--- src/rtl/pipe_seq_ctl.sv ---
// Pipeline sequencing controller for the mips789 fetch/decode datapath.
// It drives the pc_gen and reg_array control inputs (pc_prectl, pause,
// rd_clk_cls). It sequences the post-reset PC hold, the stall and hazard
// holds, and the multi-cycle interrupt entry: save EPC, jump to the vector,
// then acknowledge.
//
// Handshake semantics: there is no valid/ready pair here. pause is a
// zero-latency freeze: whenever it is high, state and counters hold, and every
// one-shot side effect (epc_wr, irq_ack, flush_id, flush_ex) is suppressed.
// The held cycle is therefore repeated later with its effects intact.
// An accepted interrupt always runs to completion, even if irq_req drops.
module pipe_seq_ctl #(
  parameter int RST_CYCLES = 4,
  parameter int IRQ_GAP    = 2
) (
  input  logic       clock,
  input  logic       rst_n,
  input  logic       ext_stall,
  input  logic       muldiv_busy,
  input  logic       load_use,
  input  logic       in_dslot,
  input  logic       irq_req,
  input  logic       irq_en,
  output logic [3:0] pc_prectl,
  output logic       pause,
  output logic       rd_clk_cls,
  output logic       flush_id,
  output logic       flush_ex,
  output logic       epc_wr,
  output logic       irq_ack,
  output logic       busy_irq,
  output logic [2:0] state_dbg
);

  // pc_gen control codes, matching mips789_defs.v
  localparam logic [3:0] PC_IGN = 4'b0001;
  localparam logic [3:0] PC_KEP = 4'b0010;
  localparam logic [3:0] PC_IRQ = 4'b0100;
  localparam logic [3:0] PC_RST = 4'b1000;

  localparam logic [7:0] RST_INIT = 8'(RST_CYCLES - 1);
  localparam logic [3:0] GAP_INIT = 4'(IRQ_GAP);

  typedef enum logic [2:0] {
    ST_RST      = 3'd0,
    ST_RUN      = 3'd1,
    ST_IRQ_SAVE = 3'd2,
    ST_IRQ_JUMP = 3'd3,
    ST_GAP      = 3'd4
  } state_t;

  state_t     state, state_nxt;
  logic [7:0] rst_cnt, rst_cnt_nxt;
  logic [3:0] gap_cnt, gap_cnt_nxt;
  logic       stall;

  assign stall     = ext_stall | muldiv_busy;
  assign state_dbg = state;

  // State and counter registers; reset forces the RST hold asynchronously
  always_ff @(posedge clock or negedge rst_n) begin
    if (!rst_n) begin
      state   <= ST_RST;
      rst_cnt <= RST_INIT;
      gap_cnt <= '0;
    end else begin
      state   <= state_nxt;
      rst_cnt <= rst_cnt_nxt;
      gap_cnt <= gap_cnt_nxt;
    end
  end

  // Next-state and output decode; priority is pause > load_use hold > irq accept
  always_comb begin
    state_nxt   = state;
    rst_cnt_nxt = rst_cnt;
    gap_cnt_nxt = gap_cnt;
    pc_prectl   = PC_IGN;
    pause       = 1'b0;
    rd_clk_cls  = 1'b0;
    flush_id    = 1'b0;
    flush_ex    = 1'b0;
    epc_wr      = 1'b0;
    irq_ack     = 1'b0;
    busy_irq    = 1'b0;

    if (state == ST_RST) begin
      // Stall and interrupt inputs are ignored until the PC hold expires
      pc_prectl = PC_RST;
      flush_id  = 1'b1;
      flush_ex  = 1'b1;
      if (rst_cnt == 8'd0) state_nxt = ST_RUN;
      else                 rst_cnt_nxt = rst_cnt - 8'd1;
    end else begin
      pause    = stall;
      busy_irq = (state != ST_RUN);
      if (stall) begin
        pc_prectl = PC_KEP;
      end else begin
        case (state)
          ST_RUN, ST_GAP: begin
            if (load_use) begin
              pc_prectl  = PC_KEP;
              rd_clk_cls = 1'b1;
              flush_ex   = 1'b1;
            end
            if (state == ST_RUN) begin
              // Never enter on a delay slot or a hazard-held instruction
              if (irq_req && irq_en && !load_use && !in_dslot)
                state_nxt = ST_IRQ_SAVE;
            end else if (gap_cnt == 4'd0) begin
              state_nxt = ST_RUN;
            end else begin
              gap_cnt_nxt = gap_cnt - 4'd1;
            end
          end
          ST_IRQ_SAVE: begin
            epc_wr    = 1'b1;
            pc_prectl = PC_KEP;
            flush_id  = 1'b1;
            state_nxt = ST_IRQ_JUMP;
          end
          ST_IRQ_JUMP: begin
            pc_prectl   = PC_IRQ;
            flush_id    = 1'b1;
            flush_ex    = 1'b1;
            irq_ack     = 1'b1;
            state_nxt   = ST_GAP;
            gap_cnt_nxt = GAP_INIT;
          end
          default: state_nxt = ST_RST;
        endcase
      end
    end
  end

endmodule
--- config.mk ---
export PLATFORM = sky130hd
export DESIGN_NAME = pipe_seq_ctl
export DESIGN_NICKNAME = d
export VERILOG_FILES = /design/src/rtl/pipe_seq_ctl.sv
export SDC_FILE = /design/constraint.sdc
export NUM_CORES = 1
export LEC_CHECK = 0
export BUFFER_PORTS_ARGS = -buffer_cell sky130_fd_sc_hd__buf_4
export CORE_ASPECT_RATIO = 0.75
export CORE_MARGIN = 2
export CORE_UTILIZATION = 47
export DETAILED_ROUTE_END_ITERATION = 8
export PLACE_DENSITY = 0.78
export SKIP_LAST_GASP = 1
export SYNTH_ARGS = -nofsm -noshare
export SYNTH_HDL_FRONTEND = slang
export SYNTH_SLANG_ARGS = --single-unit
--- constraint.sdc ---
create_clock -name clock -period 2.06 [get_ports clock]
set_clock_uncertainty 0.15 [all_clocks]
set_input_delay 0.103 -clock clock [delete_from_list [all_inputs] [get_ports clock]]
set_output_delay 0.103 -clock clock [all_outputs]
set_load 0.005 [all_outputs]
==> run summary <==
Slew margin rel.: 0.7350
Inserted Diodes: 0
Routability cong.: 0.9224
1st-pass router iterations: 4
Routed WL: 2135 microns
I/O pin count: 22
Vias: 835
Die X: 56.08 microns
Synthesized flop and latch total: 15
Row cnt: 14
RSZ-0062 raised after global routing: false
First-pass GRT wire length: 3622 microns
Post-synthesis mux area share: 0.03141
Compound-gate portion of the synthesized area: 0.1348
Clock Sinks: 15
# H-tree levels: 1
Core Footprint: 1962 sq um
Seq/Total Area, Yosys: 0.3953
Number of post-CTS setup repair buffers: 0
Clock Path Buffers: 2
Die area: 2414 sq um
CTS Buf Count: 3
Max Clk Rate: 0.5036 GHz
Max Cap Violations: 0
Clk pin slew, worst setup/hold paths: 0.09 ns
Final hold vios: 0
Leakage: 0.0005880 uW
Crit-path cells: inv_1 -> ha_1 -> nor2b_1 -> a2111oi_4 -> nand4b_1 -> xnor2_1
Dpl cells: 151
Final ANT Viol Nets: 0
Initial Utilization: 0.4872
Peak VDD IR: 0.8080 mV
Commonest non-fill, non-tap cell in the layout: buf_4
Worst hold path type: primary input to async pin
Cells after synthesis: 104
Vias in the first global route: 822
Finished Layout Cells: 158
Layout cells sized above 1: 0.2985
Initial antenna violation count: 0
Setup crit end kind: register
CTS tree: yes
Die Span Y: 43.06 microns
Initial drt markers: 22
PwrDens: 1091 nW/um^2
Clk root buf: clkbuf_4
Final setup fails: 0
WS Path Type: register to register
Main combinational cell family by area after synthesis: simple AND/OR/NAND/NOR gates
Synth warnings: 0
Period utilization: 0.9639
GRT overflow: 0
Average cell area after synthesis: 9.192 sq um
Startpoint Class: register
Largest net degree at the start of global routing: 17
Final net count: 147
XOR/XNOR Fraction of Synth Area: 0.07330
Worst-Margin Slew: 0.3975 ns
HPWL Detailed: 1596 microns
Worst EP arrival: 2.00 ns
DR WL/cell: 13.51 microns
Clock Latency Late Sink: 0.28 ns
Mapped Nets: 116
Area grow syn2layout: 28.40%
# DRC: 0
Post-Route Setup TNS: 0 ns
Final Max Slew Viols: 0
CP peak stage delay: 0.53 ns
CP Data Required Time: 2.08 ns
Simple-gate share of the synthesized area: 0.2500
Global Route Usage Sum: 0.1952
Minimum clock period: 1.986 ns
Port buffer count: 21
Max stage delay cell, worst path: dfstp_2
Most frequent cells in the layout: 27 x buf_4, 13 x dfrtp_1, 12 x nor2_1
Post-Syn Area: 955.9 sq um
Yosys cell types: 37
Worst Path Max Fanout: 5
Via-per-instance ratio: 5.285
Adder-cell share of the synthesized area: 0.05236
Status: complete, no violations
==> through the flow <==
step	utilization	hold slack, ns	cell area, sq um	worst slack (ns)	power (uW)
after floorplan	-	-0.3426	955.9	0.1504	863.9
after global placement	0.5944	-0.1862	1166	0.1668	1138
after detailed placement	0.5944	-0.1827	1166	0.09868	1154
after CTS	0.6231	0.03021	1222	0.04642	1334
after global routing	0.6256	0.05766	1227	0.009355	1456
final	0.6256	0.05040	1227	0.07445	1339
==> metal layers <==
layer / vias to the layer above / track usage / part of all wire
li1: 421 / - / -
met1: 401 / 0.2663 / 0.50
met2: 13 / 0.3106 / 0.46
met3: 0 / 0.06402 / 0.039
met4: 0 / 0.02857 / 0
met5: - / 0 / 0
==> cells in the mapped netlist <==
cell       instances  share of area
nand3b_1           2          0.016
nor4bb_1           1          0.010
nand2_1            6          0.024
dfrtp_1           13           0.34
or3_4              1          0.012
or4_1              2          0.016
nand4b_1           1         0.0092
o41ai_1            1         0.0092
nand3_1            5          0.026
dfstp_2            2          0.055
or2_2              2          0.013
nor3_2             1          0.010
and3_1             1         0.0065
nor2_1            12          0.047
a31oi_1            1         0.0065
a21oi_1            3          0.016
a22oi_1            1         0.0079
a32o_1             1          0.010
buf_1              1         0.0039
or3b_2             1         0.0092
xor2_1             1         0.0092
ha_1               4          0.052
xnor2_1            7          0.064
nor2b_1            1         0.0065
nor3b_1            1         0.0079
buf_6              1          0.012
and2_1             1         0.0065
or3_1              1         0.0065
o21ai_0            7          0.037
mux2i_1            3          0.031
nand4_1            2          0.013
a2111oi_4          1          0.029
a2bb2oi_1          1         0.0092
clkbuf_1           2         0.0079
inv_1             10          0.039
a211o_2            1          0.010
nor3_1             2          0.010
==> cell families (layout without fill, tap and decap cells) <==
| kind of cell | count (synthesis) | after routing |
|---|---|---|
| and+or+nand+nor | 43 | 43 |
| muxes | 3 | 3 |
| AOI/OAI and AO/OA | 17 | 17 |
| xor gates and xnor gates | 8 | 8 |
| DFF | 15 | 15 |
| buffers and inverters | 14 | 44 |
| adders and majority gates | 4 | 4 |
==> cell type report <==
class                   instances  area (sq um)
fillers                       154         734.5
multi-input cells              75         523.0
flip-flops and latches         15         377.9
repair buffers                 30         232.7
inverters                      10         37.54
well taps                      24         30.03
clock buffers                   4         26.28
==> where the power goes <==
group | internal, uW | leakage [uW] | switching [uW] | total, uW
logic | 377 | 0.000383 | 379 | 756
registers | 361 | 0.000190 | 54.6 | 416
clock network | 75.2 | 0.0000150 | 92.3 | 167
total | 813 | 0.000588 | 526 | 1340
==> state kept, by name, summed over array words and instances, names as in the netlist <==
register and flops:
gap_cnt 4, rst_cnt 8, state_dbg 3
==> worst paths after layout <==
| kind | endpoint | slack (ns) | from | cells past startpoint |
|---|---|---|---|---|
| worst max-delay path | rst_cnt[5]$_DFFE_PN0P_ | 0.07 | rst_cnt[0]$_DFFE_PN1P_ | 6 |
| worst min-delay path | state_dbg[2]$_DFFE_PN0P_ | 0.05 | rst_n | 2 |
| max in group asynchronous | rst_cnt[0]$_DFFE_PN1P_ | 1.46 | rst_n | 2 |
| worst min register to register | gap_cnt[2]$_DFFE_PN0P_ | 0.35 | gap_cnt[2]$_DFFE_PN0P_ | 1 |
| min in group clock | gap_cnt[0]$_DFFE_PN0P_ | 0.05 | muldiv_busy | 4 |
| worst max register to register | rst_cnt[5]$_DFFE_PN0P_ | 0.07 | rst_cnt[0]$_DFFE_PN1P_ | 6 |
==> repair_timing <==
action / in CTS / in global routing
endpoints found under the setup margin: 0 / 2
endpoints found under the hold margin: 16 / 0
hold buffers: 3 / 0
gates resized for setup: 0 / 3
==> worst max-delay path, delay by kind of cell (launching register included) <==
| family | cells | cell delay, ns |
|---|---|---|
| adder cells (fa/ha/maj) | 1 | 0.19 |
| AND/OR/NAND/NOR | 2 | 0.33 |
| AO/OA/AOI/OAI | 1 | 0.47 |
| XOR/XNOR | 1 | 0.15 |
| flip-flops | 1 | 0.53 |
| buffers and inverters | 1 | 0.05 |
Power figures use the tool's default switching activity.
